$ cat config.mk
export PLATFORM = sky130hd
export DESIGN_NAME = elastic_buffer
export DESIGN_NICKNAME = d
export VERILOG_FILES = /design/src/rtl/elastic_buffer.sv
export SDC_FILE = /design/constraint.sdc
export NUM_CORES = 1
export LEC_CHECK = 0
export ABC_AREA = 1
export CAP_MARGIN = 30
export CORE_MARGIN = 1.5
export CORE_UTILIZATION = 48
export CTS_CLUSTER_DIAMETER = 150
export CTS_CLUSTER_SIZE = 28
export DETAILED_ROUTE_END_ITERATION = 6
export HOLD_SLACK_MARGIN = 0.02
export PLACE_DENSITY_LB_ADDON = 0.15
export SYNTH_ARGS = -nofsm -noshare
export SYNTH_HDL_FRONTEND = slang
export SYNTH_SLANG_ARGS = --single-unit
$ cat constraint.sdc
create_clock -name clk -period 1.8 [get_ports clk]
set_input_delay 0.18 -clock clk [delete_from_list [all_inputs] [get_ports clk]]
set_output_delay 0.18 -clock clk [all_outputs]
set_load 0.01 [all_outputs]
$ cat src/rtl/elastic_buffer.sv
// DEPTH-entry valid/ready FIFO with occupancy count and synchronous flush; one-cycle latency, no bypass.
// in_ready depends only on local state (never on out_ready), so a full buffer refuses input even while popping.
module elastic_buffer #(
  parameter int WIDTH = 8,
  parameter int DEPTH = 4,
  localparam int CW = $clog2(DEPTH + 1)
) (
  input  logic             clk,
  input  logic             reset,
  input  logic             in_valid,
  output logic             in_ready,
  input  logic [WIDTH-1:0] in_data,
  output logic             out_valid,
  input  logic             out_ready,
  output logic [WIDTH-1:0] out_data,
  input  logic             flush,
  output logic [CW-1:0]    count
);

  localparam int AW = $clog2(DEPTH);
  localparam logic [CW-1:0] FULL = CW'(DEPTH);

  logic [WIDTH-1:0] mem [DEPTH];
  logic [AW-1:0]    wr_ptr;
  logic [AW-1:0]    rd_ptr;
  logic             push;
  logic             pop;

  assign in_ready  = !reset && !flush && (count != FULL);
  assign out_valid = (count != '0);
  assign push      = in_valid && in_ready;
  assign pop       = out_valid && out_ready;
  // Stale array contents are hidden whenever the buffer is empty.
  assign out_data  = out_valid ? mem[rd_ptr] : '0;

  always_ff @(posedge clk) begin
    if (reset || flush) begin
      wr_ptr <= '0;
      rd_ptr <= '0;
      count  <= '0;
    end else begin
      if (push) wr_ptr <= wr_ptr + 1'b1;
      if (pop)  rd_ptr <= rd_ptr + 1'b1;
      count <= count + CW'(push) - CW'(pop);
    end
  end

  // push is already gated by reset/flush through in_ready.
  always_ff @(posedge clk) begin
    if (push) mem[wr_ptr] <= in_data;
  end

endmodule

Word level (Yosys, flattened, before mapping):

Memory sizes are Yosys's and may differ from the RTL's. A register that Yosys moved wholly into a read port is not among the register bits.
Index checks and enable logic that the tools add are counted.

* word-level logic and storage cells: 22
* memory bits (writable): 32
* memories kept: 1
* bits of input ports: 13
* output and inout port bits: 13
* flip-flop bits (word level): 7

* reductions and logical operators: 8
* equality and inequality tests: 1
* multiplexer cells: 5
* $add $sub $neg: 4

Memory list
* mem: words 4, width 8, rd ports 1, clocked after memory_dff 1, wr ports 1, RTL line 23 `logic [WIDTH-1:0] mem [DEPTH];`

Operators with widths (number)
* $mux W8: 1
* $add A2 B1 Y2 const B: 2
* $logic_and A1 B1 Y1: 4
* $mux W2: 2
* $add A3 B1 Y3: 1
* $ne A3 B3 Y1 const B: 1
* $reduce_bool A3 Y1: 1
* $sub A3 B1 Y3: 1
* $logic_not A1 Y1: 2
* $mux W1: 2
* $logic_or A1 B1 Y1: 1

Longest topological paths before layout:

* depth after elaboration: 6
* mapped depth: 13
* depth with buffers taken out: 13

Worst setup path before layout:

Ideal clock, no wire load.

* kind: register to register
* start point: register count[1]
* end point: register count[2]
* arrival: 1.932 ns
* stages on the path, launching flop included: 14
* setup time: 0.113 ns
* path buffers: 0
* path slack: -0.245 ns
* required time: 1.687 ns
* clock period less this slack: 2.045 ns
* path through: dfxtp_1 -> nor2_4 -> nand2_2 -> nand2_2 -> inv_1 -> ha_1 -> inv_1 -> ha_1 -> inv_1 -> fa_1 -> xor2_1 -> nand2_1 -> nand2_1 -> nor2_1

* elaborated cells on any way between the ends: 7
* classes of those cells: 2 x add/sub; 1 x eq/ne; 4 x reduce/logical

RTL lines
* start: declaration: RTL line 17 `output logic [CW-1:0] count`
* start signal: assignment: RTL line 44 `count <= count + CW'(push) - CW'(pop);`
* $reduce_bool A3 Y1: RTL line 30 `assign out_valid = (count != '0);`
* named net out_valid: RTL line 13 `output logic out_valid,`
* $logic_and A1 B1 Y1: RTL line 32 `assign pop = out_valid && out_ready;`
* named net pop: RTL line 27 `logic pop;`
* $sub A3 B1 Y3: RTL line 44

The timed path passes the listed nets, and every way through them passes these cells.
A chain may end at the register's enable or synchronous reset.

Final worst setup path:

* start point: register count[1]
* end point: register count[2]

* elaborated cells on any way between the ends: 7
* classes of those cells: 2 x add/sub; 1 x eq/ne; 4 x reduce/logical

RTL lines (RTL line)
* $reduce_bool A3 Y1: 30
* $logic_and A1 B1 Y1: 32
* named net pop: 27
* $sub A3 B1 Y3: 44

The timed path passes the listed nets, and every way through them passes these cells.

==> impl_metrics.toml <==
[worst_setup_path]
worstSetupStartpointType = "register"
timing.critical_path.cells = "nor2_4 -> nand2_4 -> nand2_4 -> inv_2 -> ha_4 -> inv_2 -> ha_4 -> inv_2 -> fa_2 -> xor2_2 -> nand2_1 -> nand2_1 -> nor2_1"
regToRegSetupSlack_ns = -0.05
start_to_end_type_of_the_worst_setup_path = "register to register"
timing.critical_path.max_delay_family = "adder cells"
crit_arrival_ns = 2.03
crit_fanout = 3
sort_of_element_at_the_end_of_the_critical_path = "register"
rr_worst_depth = 13
critical_path.reg2reg.endpoint = "count[2]$_SDFF_PP0_"
standard_cell_with_the_maximum_stage_delay_on_the_critical_path = "sky130_fd_sc_hd__dfxtp_2"
crit_required_ns = 1.98
timing.critical_path.slowest_cell_delay_ns = 0.34
path_common_cell = "sky130_fd_sc_hd__inv_2"
cp.depth = 13
cp.buffers_inverters = 3
worst_flop_to_flop_path_startpoint = "count[1]$_SDFF_PP0_"

[timing]
relSlewSlack = 0.8440
setup-tns-final_ns = -0.04671
max_freq_mhz = 541.5
timing.final.max_slew_violations = 0
timing_worst_slew_pin_value_ns = 0.2315
number_of_endpoints_failing_setup_at_the_final_stage = 1
fin_skew_ns = 0.007028
unrepaired_setup_endpoints_after_global_routing = "true"
layout_worst_path_cycle_share = 1.026
min_period_ns = 1.847
finalHoldViolations = 0
timing.final.ws_setup_ns = -0.04671
worst_hold_slack_ns = 0.5185

[logic_synthesis]
ys.warnings.count = 0
synth_top_area_frac = 0.5300
syn_inst = 161
synth.top_cells.by_area = "sky130_fd_sc_hd__edfxtp_1, sky130_fd_sc_hd__dfxtp_1, sky130_fd_sc_hd__nor2_1"
synth.ff_latch_count = 41
ys_async_sr_fraction = 0
yosysMostFrequentCell = "sky130_fd_sc_hd__edfxtp_1"
ys_seq_area_frac = 0.6294
netlist_area_mm2 = 0.001813
synth.largest_area_cell = "sky130_fd_sc_hd__edfxtp_1"
commonest_cells_in_the_synthesized_netlist = "sky130_fd_sc_hd__edfxtp_1, sky130_fd_sc_hd__nor2_1, sky130_fd_sc_hd__inv_1, sky130_fd_sc_hd__nor2_2, sky130_fd_sc_hd__a21oi_1"
net_count_after_synthesis = 181
synth_cell_type_count = 22
synth_enable_flop_cells = 32
postSynth.topFlopCell = "sky130_fd_sc_hd__edfxtp_1"
postSynthAreaPerCell_um2 = 11.26

[cts]
cts-root-buf = "sky130_fd_sc_hd__clkbuf_8"
tritoncts.num_buffers = 5
clk-insertion-delay-late_ns = 0.29
cts.clk_slew.worst_paths_ns = 0.08
cts_max_level = 2
tritoncts = "yes"
cts.sinks = 41
clock_tree.buffer_depth = 2

[route]
route.detailed.drc = 0
average_vias_per_placed_instance = 4.823
wl_um = 3573
drt-pass1-iter-count = 4
avgRoutedWirePerCell_um = 13.43
route.vias.total = 1283
first_iter_violations = 55
post_route_antenna_net_violation_count = 0

[finish]
layout.filler_cells = 295
synthToLayoutAreaGrowth_pct = 35.75
num_antenna_cells = 0
nets = 237
fin_util = 0.6773
layoutNonFillerInstCount = 266
drive_above_1_share = 0.3486

[run_status]
failing_checks = "negative setup slack"
result_of_the_run = "complete, but fails checks"

[placement]
dp.final_hpwl_um = 2381
finalWeightedCongestion = 0.7674
number_of_cells_after_detailed_placement = 249
port-buffer-count = 25

[power_and_ir_drop]
power_per_cell_area_mw_per_mm2 = 733.6
report.power.total_mw = 1.806
power.static_leakage_nw = 0.9594
vdd_drop_max_mv = 0.4628

[grt]
antenna_violations_before_repair = 0
grt_max_degree = 18
grt_use_total = 0.1915
grt_overflow = 0
grt_pass1_vias = 1327
grt_pass1_wl_um = 5871

[flow_run]
max_cap_viols = 0

[hold_path]
holdPathEnd = "wr_ptr[1]$_SDFFE_PP0P_"
hold_path_depth = 2
min_path_type = "register to register"
worst_hold_startpoint = "wr_ptr[1]$_SDFFE_PP0P_"

[floorplan]
horizontal_extent_of_the_die_um = 64.46
design.die.area_mm2 = 0.004154
die_height_um = 64.46
floorplan.rows = 22
start_util = 0.4990
floorplan.io_pins = 26
placeableCoreArea_mm2 = 0.003633
kinds of logic (layout without fill, tap and decap cells):
| group | count (synthesis) | after routing | synth area share |
|---|---|---|---|
| xor+xnor | 1 | 1 | 0.004832 |
| fa+ha+maj | 7 | 7 | 0.05245 |
| flops | 41 | 41 | 0.6294 |
| compound gates | 28 | 28 | 0.07937 |
| buf+inv | 22 | 79 | 0.06487 |
| simple gates | 62 | 62 | 0.1691 |
through the flow:
| stage | cell area (µm²) | setup WS [ns] |
|---|---|---|
| 6_report | 2461 | -0.04671 |
| 5_1_grt | 2461 | -0.09844 |
| 4_1_cts | 2442 | -0.09104 |
| 3_5_place_dp | 2272 | -0.3185 |
| 3_3_place_gp | 2272 | -0.2643 |
| 2_1_floorplan | 1857 | -0.08296 |
metal layers:
metal,GRT usage,routed length (µm),vias up
met5,0,0,-
met4,0.07979,34,0
met3,0.05208,140,2
met2,0.3477,1941,26
met1,0.2105,1456,608
li1,-,-,647
what timing repair did:
action	4_1_cts	5_1_grt
pin swaps	5	3
buffers inserted	8	2
endpoints found under the hold margin	0	0
hold buffers	0	0
resized for setup	23	8
endpoints found under the setup margin	10	8
layout make-up:
| type | instances | area [µm²] | area share |
|---|---|---|---|
| inverter | 18 | 76.32 | 0.03101 |
| timing repair buffer | 53 | 474.2 | 0.1927 |
| multi-input combinational | 98 | 616.8 | 0.2506 |
| clock inverter | 3 | 17.52 | 0.007117 |
| tap | 48 | 60.06 | 0.02440 |
| sequential | 41 | 1147 | 0.4662 |
| clock buffer | 5 | 68.82 | 0.02796 |
report_power, final:
group | switching [mW] | total, mW | internal, mW
clock | 0.298 | 0.566 | 0.268
combinational | 0.0960 | 0.206 | 0.110
sequential | 0.00533 | 1.03 | 1.03
state kept, by name (all words and copies together), names as in the netlist, named ones only:
| register | flops |
|---|---|
| rd_ptr | 2 |
| mem | 32 |
| count | 3 |
| wr_ptr | 2 |
layout by cell type (no fill, tap or decap), types with 2 or more instances in the layout:
master,synthesis,routed
sky130_fd_sc_hd__dfxtp_1,9,6
sky130_fd_sc_hd__ha_1,6,4
sky130_fd_sc_hd__nand2_1,10,10
sky130_fd_sc_hd__clkbuf_8,0,5
sky130_fd_sc_hd__o21ai_1,10,10
sky130_fd_sc_hd__inv_2,4,6
sky130_fd_sc_hd__buf_6,2,4
sky130_fd_sc_hd__nand2_4,0,2
sky130_fd_sc_hd__dfxtp_2,0,2
sky130_fd_sc_hd__o21ai_0,6,6
sky130_fd_sc_hd__nand3_1,4,4
sky130_fd_sc_hd__edfxtp_1,32,32
sky130_fd_sc_hd__clkdlybuf4s50_1,0,15
sky130_fd_sc_hd__ha_4,0,2
sky130_fd_sc_hd__nor2_2,12,13
sky130_fd_sc_hd__clkdlybuf4s15_1,0,2
sky130_fd_sc_hd__buf_4,1,23
sky130_fd_sc_hd__a21oi_2,1,5
sky130_fd_sc_hd__a21oi_1,11,7
sky130_fd_sc_hd__inv_1,14,10
sky130_fd_sc_hd__dlygate4sd2_1,0,5
sky130_fd_sc_hd__nor2_1,29,28
sky130_fd_sc_hd__nor2_4,2,2
worst max-delay path by stage:
stage,from,end,slack (ns)
2_1_floorplan,count[0]$_SDFF_PP0_,count[2]$_SDFF_PP0_,-0.08
3_3_place_gp,flush,count[2]$_SDFF_PP0_,-0.26
3_5_place_dp,flush,count[2]$_SDFF_PP0_,-0.32
4_1_cts,count[0]$_SDFF_PP0_,count[2]$_SDFF_PP0_,-0.09
5_1_grt,count[1]$_SDFF_PP0_,count[2]$_SDFF_PP0_,-0.1
6_report,count[1]$_SDFF_PP0_,count[2]$_SDFF_PP0_,-0.05
worst register-to-register path, stage by stage, from the launching register on:
cell,delay (ns)
sky130_fd_sc_hd__dfxtp_2,0.34
sky130_fd_sc_hd__nor2_4,0.16
sky130_fd_sc_hd__nand2_4,0.08
sky130_fd_sc_hd__nand2_4,0.07
sky130_fd_sc_hd__inv_2,0.05
sky130_fd_sc_hd__ha_4,0.20
sky130_fd_sc_hd__inv_2,0.06
sky130_fd_sc_hd__ha_4,0.11
sky130_fd_sc_hd__inv_2,0.03
sky130_fd_sc_hd__fa_2,0.34
sky130_fd_sc_hd__xor2_2,0.15
sky130_fd_sc_hd__nand2_1,0.07
sky130_fd_sc_hd__nand2_1,0.05
sky130_fd_sc_hd__nor2_1,0.04
Power figures use the tool's default switching activity.
